### config.mk
export PLATFORM = sky130hd
export DESIGN_NAME = genius_seq_player
export DESIGN_NICKNAME = d
export VERILOG_FILES = /design/src/rtl/genius_pkg.sv /design/src/rtl/genius_lfsr16.sv /design/src/rtl/genius_seq_player.sv
export SDC_FILE = /design/constraint.sdc
export NUM_CORES = 1
export LEC_CHECK = 0
export ABC_AREA = 1
export ABC_CLOCK_PERIOD_IN_PS = 4820
export CAP_MARGIN = 0
export CORE_ASPECT_RATIO = 0.7
export CORE_MARGIN = 3
export CORE_UTILIZATION = 66
export DETAILED_ROUTE_END_ITERATION = 8
export GPL_TIMING_DRIVEN = 0
export HOLD_SLACK_MARGIN = 0.15
export MAX_ROUTING_LAYER = met4
export PLACE_DENSITY = 0.85
export REMOVE_ABC_BUFFERS = 1
export SLEW_MARGIN = 20
export SYNTH_ARGS = -nofsm -noshare
export SYNTH_HDL_FRONTEND = slang
export SYNTH_SLANG_ARGS = --single-unit
### constraint.sdc
create_clock -name CLOCK -period 4.82 [get_ports CLOCK]
set_input_delay 0.964 -clock CLOCK [delete_from_list [all_inputs] [get_ports CLOCK]]
set_output_delay 0.964 -clock CLOCK [all_outputs]
set_load 0.01 [all_outputs]
### src/rtl/genius_pkg.sv
// Shared types and helpers for the Genius game blocks.
// Holds the FSM state enum, code/LED widths, LED decode and LFSR taps.
package genius_pkg;

  localparam int CODE_W = 2;
  localparam int LED_W  = 4;

  // Right-shift Fibonacci taps for x^16+x^14+x^13+x^11+1
  localparam logic [15:0] LFSR_TAPS = 16'h002D;

  typedef enum logic [2:0] {
    ST_IDLE,
    ST_FILL,
    ST_ON,
    ST_OFF,
    ST_DONE
  } state_e;

  function automatic logic [LED_W-1:0] onehot4(
    input logic [CODE_W-1:0] c
  );
    logic [LED_W-1:0] r;
    r    = '0;
    r[c] = 1'b1;
    return r;
  endfunction

endpackage

### src/rtl/genius_lfsr16.sv
// Free-running 16-bit Fibonacci LFSR, loaded with SEED on reset.
// Ports: CLOCK, reset (async, active-high), state_o (current state).
module genius_lfsr16
  import genius_pkg::*;
#(
  parameter logic [15:0] SEED = 16'hACE1
) (
  input  logic        CLOCK,
  input  logic        reset,
  output logic [15:0] state_o
);

  logic [15:0] lfsr_q;
  logic        fb;

  assign fb = ^(lfsr_q & LFSR_TAPS);

  always_ff @(posedge CLOCK or posedge reset) begin
    if (reset) lfsr_q <= SEED;
    else       lfsr_q <= {fb, lfsr_q[15:1]};
  end

  assign state_o = lfsr_q;

endmodule

### src/rtl/genius_seq_player.sv
// Genius sequence source: fills, stores and plays the colour sequence.
// Ports: CLOCK, reset, new_seq, start, level, rd_idx in;
//        rd_code, leds, busy, end_FPGA out.
module genius_seq_player
  import genius_pkg::*;
#(
  parameter int          SEQ_MAX   = 16,
  parameter int          ON_TICKS  = 25000000,
  parameter int          OFF_TICKS = 12500000,
  parameter logic [15:0] SEED      = 16'hACE1
) (
  input  logic                         CLOCK,
  input  logic                         reset,
  input  logic                         new_seq,
  input  logic                         start,
  input  logic [$clog2(SEQ_MAX+1)-1:0] level,
  input  logic [$clog2(SEQ_MAX)-1:0]   rd_idx,
  output logic [CODE_W-1:0]            rd_code,
  output logic [LED_W-1:0]             leds,
  output logic                         busy,
  output logic                         end_FPGA
);

  localparam int IDX_W = $clog2(SEQ_MAX);
  localparam int LVL_W = $clog2(SEQ_MAX+1);
  localparam int MAXT  =
    (ON_TICKS > OFF_TICKS) ? ON_TICKS : OFF_TICKS;
  localparam int CNT_W = $clog2(MAXT+1);

  localparam logic [CNT_W-1:0] ON_LAST  = CNT_W'(ON_TICKS-1);
  localparam logic [CNT_W-1:0] OFF_LAST = CNT_W'(OFF_TICKS-1);
  localparam logic [IDX_W-1:0] IDX_LAST = IDX_W'(SEQ_MAX-1);
  localparam logic [LVL_W-1:0] LVL_MAX  = LVL_W'(SEQ_MAX);

  state_e            state_q;
  logic [IDX_W-1:0]  idx_q;
  logic [LVL_W-1:0]  len_q;
  logic [CNT_W-1:0]  cnt_q;
  logic [CODE_W-1:0] mem_q [SEQ_MAX];
  logic [LED_W-1:0]  leds_q;
  logic              busy_q;
  logic              end_q;

  logic [15:0]       lfsr_w;
  logic [13:0]       lfsr_unused;
  logic [CODE_W-1:0] rnd_w;

  logic [LVL_W-1:0]  len_d;
  logic [IDX_W-1:0]  idx_d;
  logic              last_w;

  genius_lfsr16 #(
    .SEED (SEED)
  ) u_lfsr (
    .CLOCK   (CLOCK),
    .reset   (reset),
    .state_o (lfsr_w)
  );

  assign {lfsr_unused, rnd_w} = lfsr_w;

  // Playback length saturates at the storage depth
  assign len_d  = (level > LVL_MAX) ? LVL_MAX : level;
  assign idx_d  = idx_q + IDX_W'(1);
  assign last_w = (LVL_W'(idx_q) == len_q - LVL_W'(1));

  assign rd_code  = mem_q[rd_idx];
  assign leds     = leds_q;
  assign busy     = busy_q;
  assign end_FPGA = end_q;

  always_ff @(posedge CLOCK or posedge reset) begin
    if (reset) begin
      state_q <= ST_IDLE;
      idx_q   <= '0;
      len_q   <= '0;
      cnt_q   <= '0;
      leds_q  <= '0;
      busy_q  <= 1'b0;
      end_q   <= 1'b0;
      for (int i = 0; i < SEQ_MAX; i++) begin
        mem_q[i] <= '0;
      end
    end else begin
      end_q <= 1'b0;
      unique case (state_q)
        ST_IDLE: begin
          // new_seq wins; a simultaneous start is dropped
          if (new_seq) begin
            state_q <= ST_FILL;
            idx_q   <= '0;
            busy_q  <= 1'b1;
          end else if (start) begin
            idx_q  <= '0;
            len_q  <= len_d;
            cnt_q  <= '0;
            busy_q <= 1'b1;
            if (len_d == '0) begin
              state_q <= ST_DONE;
              end_q   <= 1'b1;
            end else begin
              state_q <= ST_ON;
              leds_q  <= onehot4(mem_q[0]);
            end
          end
        end
        ST_FILL: begin
          mem_q[idx_q] <= rnd_w;
          idx_q        <= idx_d;
          if (idx_q == IDX_LAST) begin
            state_q <= ST_IDLE;
            idx_q   <= '0;
            busy_q  <= 1'b0;
          end
        end
        ST_ON: begin
          if (cnt_q == ON_LAST) begin
            cnt_q   <= '0;
            state_q <= ST_OFF;
            leds_q  <= '0;
          end else begin
            cnt_q <= cnt_q + CNT_W'(1);
          end
        end
        ST_OFF: begin
          if (cnt_q == OFF_LAST) begin
            cnt_q <= '0;
            if (last_w) begin
              state_q <= ST_DONE;
              end_q   <= 1'b1;
            end else begin
              idx_q   <= idx_d;
              state_q <= ST_ON;
              leds_q  <= onehot4(mem_q[idx_d]);
            end
          end else begin
            cnt_q <= cnt_q + CNT_W'(1);
          end
        end
        ST_DONE: begin
          state_q <= ST_IDLE;
          leds_q  <= '0;
          busy_q  <= 1'b0;
        end
        default: begin
          state_q <= ST_IDLE;
          leds_q  <= '0;
          busy_q  <= 1'b0;
        end
      endcase
    end
  end

endmodule

# == Yosys cells after proc, flatten, opt, wreduce, memory -nomap -nowiden ==
# Cells that the tools add are included.
# Widths: inputs -> output; s select.
# classes
add_sub_neg,3
n_lt_le_gt_ge,9
eq_ne,15
mux,50
n_bitwise,6
reduce_logical,15
# op_table
op,count
$mux 25,4
$pmux 25 s3,1
$mux 4,11
$bwmux 32,1
$add 25x1->25 const B,1
$eq 25x24->1 const B,1
$eq 25x25->1 const B,1
$mux 3,7
$bmux 2 s4,2
$pmux 4 s4,1
$reduce_xor 16->1,1
$ge 5x5->1 const B,3
$not 4->5,3
$ne 2x2->1 const B,7
$pmux 3 s4,1
$pmux 4 s3,1
$mux 1,10
$mux 2,5
$reduce_and 3->1,3
$demux 2 s4,1
$reduce_and 4->1,2
$reduce_and 7->1,1
$eq 3x2->1 const B,2
$lt 2x3->1 const B,2
other kinds (19),26
# word_totals
register_bits,91
out_inout_bits,8

# == Logic depth before layout (Yosys ltp) ==
# Gate-level depths: netlist (run 1).
# logic_depth
ltp_word,12
ltp_mapped,14

# == Cells and area by module ==
# From an unflattened synthesis (run 1), not the netlist that was laid out.
# unflattened
cells_unflattened,728
area_unflattened_um2,5406.4
# by_module_without_submodules
mod,n_inst,cells_per_inst,area_each_um2
genius_seq_player,1,696,4928.5
genius_lfsr16,1,32,478.0

# == Least setup slack after synthesis (run 1) ==
# Ideal clock, no wire load.
# synth_path
path_kind,input to output
startpoint,in rd_idx[0]
endpoint,out rd_code[0]
t_arrival_ns,1.673
required_time_ns,3.856
setup_slack_ns,2.183
cell_stages,6
path_buffers,1
path_cell_list,clkbuf_1 a21oi_1 o21ai_0 nand2_1 o221ai_1 nand2_1
# synth_between
elab_chain_len,4
# synth_rtl
item,line_no,rtl
from (decl),genius_seq_player.sv:17,"input logic [$clog2(SEQ_MAX)-1:0] rd_idx,"
$not 4->5 (not written as such),genius_seq_player.sv:67,assign rd_code = mem_q[rd_idx];
$bmux 2 s4,genius_seq_player.sv:67,
$mux 2 (not written as such) (2 in series),genius_seq_player.sv:67,
to (decl),genius_seq_player.sv:18,"output logic [CODE_W-1:0] rd_code,"
# No other way between the ends. The select of a mux whose other input is x is not followed.

# == Worst setup path in the final report (run 1) ==
# Ends and elaborated chain as after synthesis.

==> impl_metrics.toml, run 1 <==
[sta]
skew_ns = 0.0155
hold_viol = 0
rsz0062_at_grt = "false"
tightest_slew_ns = 1.06
slew-limit-headroom_pct = 29.4
tns_ns = 0
setup_viol = 0
min_period_over_period_pct = 91.5
hold_slack_ns = 0.361
layout_min_cycle_time_ns = 4.41
slew_violations = 0
clock.fmax_mhz = 227

[power]
peakVddDrop_uv = 257
p_per_area_mw_per_mm2 = 418
leakage_nw = 2.62
power.total_mw = 2.32

[synth]
netlist_area_mm2 = 0.00508
postSynthCellCount = 686
seq_area_frac_synth_pct = 45.0
synth-edff-count = 0
yosysWarningCount = 0
ys_top_cells_by_area = "dfrtp_1, nand2_1, inv_1, o21ai_0, nand3_1"
yosys.cell_types.count = 38
synth-main-ff-cell = "dfrtp_1"
yosys_register_bits = 91
synth_top_area_share_pct = 40.9
postSynth.asyncResetShare_pct = 100
syn_area_per_cell_um2 = 7.40
yosysTopAreaCell = "dfrtp_1"

[worst_setup_path]
path_common_cell = "clkdlybuf4s50_1"
crit_required_ns = 3.86
worstSetupStartpoint = "rd_idx[0]"
slowest_delay_ns = 1.17
r2r_slack_ns = 1.30
end_kind = "primary output"
crit_path_top_delay_cell = "clkdlybuf4s50_1"
critical_path_class = "in -> out"
arrival_ns = 3.45
start_kind = "input pin"
cp_max_fo = 32
path_cells = "clkdlybuf4s50_1 > o21ai_0 > a21oi_1 > o221ai_1 > nand2_1 > clkdlybuf4s50_1"
regToRegStartpoint = "idx_q[0]"

[global_routing]
antenna_found_initial = 0
grt_max_degree = 58
grt_util_met3_pct = 7.73
grt_pass1_wl_mm = 21.1
track_usage_pct = 31.0
grt_pass1_vias = 4350
gr-total-overflow = 0
gr-usage-met1_pct = 42.8
met2_usage_pct = 47.0
busiest_layer = "met2"

[floorplanning]
die_w_um = 111
start_util_pct = 68.8
rows = 26
dieArea_mm2 = 0.00880
core_area_mm2 = 0.00738
die_y_um = 79.4
boundaryPins = 21

[clock_tree]
cts_resized = 0
clk_latency_ns = 0.37
htreeDepth = 3
clkTransAtPathRegs_ns = 0.09
clock-root-buffer = "clkbuf_8"
cts_sinks = 91
ctsHoldBuffers = 0
cts_buffers = 9
clockBufferDepth = 2
cts_tree = "yes"
postCtsSetupRepairBufs = 0

[layout]
diodes = 0
regArea_mm2 = 0.00229
area_growth_pct = 9.27
fin_area_mm2 = 0.00555
final_util_pct = 75.1
num-nets-final = 724
final.fill_count = 583
drive_gt1_share_pct = 7.04
multiInputGateArea_mm2 = 0.00231

[drt]
drt_first_pass_iters = 5
routed_wirelength_mm = 12.5
ant_nets = 0
vias = 4560
post-route-drc-count = 0
wire_per_inst_um = 15.5
post_drt_via_cell_ratio = 5.64
drtIter0Drc = 504

[placement]
port-buffer-count = 20
place_congestion = 0.963
dp_hpwl_mm = 9.29
placed_area_mm2 = 0.00536

[hold_path]
min_from = "u_lfsr.state_o[6]"
hold_class = "reg -> reg"

[status]
status = "finished clean"

[job]
maxCapViolCount = 0
-- per-layer routing --
metal / share of wire, % / wire length, um
met1: 45 / 5680
met3: 9.0 / 1120
met2: 44 / 5550
met5: 0 / 0
met4: 1.2 / 156
-- cell type report --
cell class                 count  share of cell area [%]
multi-input combinational    475                    41.7
sequential                    91                    41.2
inverter                     107                    7.37
timing repair buffer          21                    4.10
clock buffer                   9                    2.23
tap                           98                    2.21
clock inverter                 7                    1.13
-- state kept, by name, summed over array words and instances (netlist names) --
name            flops
u_lfsr.state_o     16
len_q               5
mem_q              32
idx_q               4
state_q             3
end_FPGA            1
busy                1
cnt_q              25
leds                4
-- synthesized netlist by cell type, drive strengths merged, types with 4 or more instances --
library cell / n
a31oi: 4
nand3: 53
nand2: 192
xnor2: 8
nor2: 73
o21ai: 68
clkbuf: 6
dfrtp: 83
dfstp: 8
a21oi: 21
ha: 6
nor3: 12
nand4: 9
inv: 106
xor2: 12
buf: 7
nor4: 4
-- worst paths after layout --
kind                                      end  cells past startpoint
hold / removal              u_lfsr.state_o[5]                      0
max in group asynchronous             leds[2]                      3
setup reg to reg                      leds[0]                     12
setup / recovery                   rd_code[0]                      6
hold reg to reg             u_lfsr.state_o[5]                      0
min in group asynchronous  u_lfsr.state_o[12]                      2
-- worst max-delay path: cells and delay by family --
kind / cells / cell delay (ns)
AOI/OAI and AO/OA: 3 / 0.67
and+or+nand+nor: 1 / 0.10
buffers and inverters: 2 / 1.70
-- per-stage QoR --
step | cells | setup slack [ns]
after global routing | 808 | 0.245
after CTS | 808 | 0.532
after global placement | 791 | 0.280
final | 808 | 0.411
after detailed placement | 792 | 0.537
after floorplan | 673 | 1.51
-- power breakdown --
group	switching (mW)	internal, mW
Combinational	0.619	0.289
Clock	0.298	0.200
Sequential	0.0835	0.830
Total	1.00	1.32
-- placed cells by master (no fill, tap or decap), drive strengths merged --
master and n:
nand2 192, inv 112, dfrtp 83, nor2 73, o21ai 68, nand3 53, a21oi 21, clkdlybuf4s50 20
nor3 12, xor2 12, nand4 9, clkbuf 9, xnor2 8, dfstp 8, ha 6, nor4 4
a31oi 4, o221ai 3, o22ai 3, o211ai 2, nand3b 2, clkinv 1, o31ai 1, and3 1
a21o 1, clkinvlp 1, buf 1
-- logic make-up (layout without fill, tap and decap cells) --
family | after synthesis | in the layout | synth area share [%]
xor+xnor | 20 | 20 | 3.45
flops | 91 | 91 | 45.0
simple gates | 346 | 346 | 29.8
buf+inv | 120 | 144 | 9.36
compound gates | 103 | 103 | 10.8
fa+ha+maj | 6 | 6 | 1.48
No activity file was read; power rests on OpenSTA's default activity.
==> run 2, diff against run 1 <==
--- a/config.mk
+++ b/config.mk
@@ -18,4 +18,5 @@
 export PLACE_DENSITY = 0.85
 export REMOVE_ABC_BUFFERS = 1
+export SKIP_CTS_REPAIR_TIMING = 1
 export SLEW_MARGIN = 20
 export SYNTH_ARGS = -nofsm -noshare
==> constraint.sdc (replaced) <==
create_clock -name CLOCK -period 4.82 [get_ports CLOCK]
set_input_delay 0.964 -clock CLOCK [delete_from_list [all_inputs] [get_ports CLOCK]]
set_output_delay 0.964 -clock CLOCK [all_outputs]
set_load 0.02 [all_outputs]
==> results of run 2 <==
The final DEF is identical to that of run 1. Status: finished clean.
Main changes from that run: setup slack after placement 0.537 ns -> 0.469 ns; setup slack after layout 0.411 ns -> 0.343 ns; total power 2.32 mW -> 2.33 mW
==> run 3, diff against run 2 <==
- CORE_UTILIZATION: 66 -> 40
- PLACE_DENSITY: 0.85 -> 0.55
- SETUP_SLACK_MARGIN: not set -> 0.15
==> impl_metrics.toml, run 3 (synthesized netlist as in run 1, its figures left out) <==
[floorplanning]
start_util_pct = 42.1
boundaryPins = 21
die_w_um = 141
dieArea_mm2 = 0.0141
core_area_mm2 = 0.0121
rows = 33
die_y_um = 100

[clock_tree]
cts_sinks = 91
clockBufferDepth = 2
clk_latency_ns = 0.35
cts_buffers = 9
clock-root-buffer = "clkbuf_16"
cts_tree = "yes"
htreeDepth = 3
clkTransAtPathRegs_ns = 0.07

[layout]
final.fill_count = 1184
layout_common_cells = "nand2_1, inv_1, dfrtp_1"
diodes = 0
final_common_cell = "nand2_1"
top_register = "mem_q"
area_growth_pct = 13.5
fin_area_mm2 = 0.00576
num-nets-final = 724
largest_reg_flops = 32
drive_gt1_share_pct = 7.04

[drt]
drt_first_pass_iters = 5
post_drt_via_cell_ratio = 5.08
ant_nets = 0
met2_length_mm = 4.77
post-route-drc-count = 0
wl_met1_mm = 7.17
vias = 4401
dr.max_layer_used = "met4"
wire_per_inst_um = 14.7
drtIter0Drc = 382
dr_wl_met3_um = 685
routed_wirelength_mm = 12.7

[global_routing]
track_usage_pct = 20.0
antenna_found_initial = 0
grt_pass1_vias = 4228
gr-total-overflow = 0
grt_pass1_wl_mm = 21.8
grt_max_degree = 58

[worst_setup_path]
start_kind = "input pin"
crit_required_ns = 3.86
path_common_cell = "clkdlybuf4s50_1"
slowest_delay_ns = 1.11
crit_path_top_delay_cell = "clkdlybuf4s50_1"
path_cells = "clkdlybuf4s50_1 > o21ai_0 > a21oi_1 > o221ai_1 > nand2_1 > clkdlybuf4s50_1"
end_kind = "primary output"
arrival_ns = 3.42
cp_max_fo = 32
r2r_slack_ns = 1.42
critical_path_class = "in -> out"

[sta]
layout_min_cycle_time_ns = 4.38
clock.fmax_mhz = 228
hold_slack_ns = 0.354
slew-limit-headroom_pct = 35.4
rsz0062_at_grt = "false"
slew_violations = 0
setup_viol = 0
tns_ns = 0
min_period_over_period_pct = 90.9
tightest_slew_ns = 0.965
hold_viol = 0
skew_ns = 0.00862

[job]
maxCapViolCount = 0

[power]
clkPwrFrac_pct = 29.9
p_per_area_mw_per_mm2 = 450
switching_share_pct = 39.2
seq_power_share_pct = 35.4
p_int_mw = 1.58
leakage_nw = 2.68
comb_power_share_pct = 34.7
peakVddDrop_uv = 216
switchingPower_mw = 1.01

[placement]
placed_area_mm2 = 0.00544
dp_hpwl_mm = 9.49
port-buffer-count = 20
place_congestion = 0.911

[status]
status = "finished clean"

[hold_path]
hold_class = "reg -> reg"
## run 3: cell types whose count changed in the layout (fill, tap and decap cells not counted), moves of 2 or more
cell       change
clkbuf_8       -9
clkbuf_16      +9
inv_6          -2
bufinv_16      +2
## run 3: final cells by class
cell class	instances	area [um2]	share of cell area, %
clock buffer	9	225	3.91
tap	157	196	3.41
timing repair buffer	21	228	3.95
sequential	91	2290	39.7
multi-input combinational	475	2310	40.2
clock inverter	7	97.6	1.69
inverter	107	412	7.15
## run 3: critical path, delay by kind of cell
family / cells / cell delay [ns]
buffers and inverters: 2 / 1.72
AO/OA/AOI/OAI: 3 / 0.62
AND/OR/NAND/NOR: 1 / 0.11
## run 3: through the flow
step	instances	setup slack [ns]	utilization, %	total power, mW
detailed placement	851	0.512	45.1	1.82
global placement	850	0.0295	44.8	1.81
global route	867	0.304	47.8	2.79
finish	867	0.438	47.8	2.59
CTS	867	0.493	47.8	2.61
floorplan	673	1.51	-	1.56
## run 3: per-layer routing
layer / up-vias / global-route usage, %
met1: 2067 / 31.9
met4: 0 / 4.62
met2: 104 / 25.8
met3: 10 / 3.52
li1: 2220 / -
met5: - / -
## run 3: path summary, 6_finish.rpt
kind | start | to | cells after the start
setup / recovery | rd_idx[0] | rd_code[0] | 6
hold / removal | u_lfsr.state_o[4] | u_lfsr.state_o[3] | 0
setup reg to reg | idx_q[0] | leds[1] | 12
hold reg to reg | u_lfsr.state_o[4] | u_lfsr.state_o[3] | 0
max in group asynchronous | reset | idx_q[1] | 3
min in group asynchronous | reset | u_lfsr.state_o[9] | 2
## run 3: power by group through the flow
stage	sequential, mW	clock [mW]	combinational, mW
6_report	0.918	0.775	0.898
4_1_cts	0.917	0.793	0.899
2_1_floorplan	0.924	0	0.632
5_1_grt	0.932	0.833	1.03
3_3_place_gp	0.929	0	0.880
3_5_place_dp	0.930	0	0.893
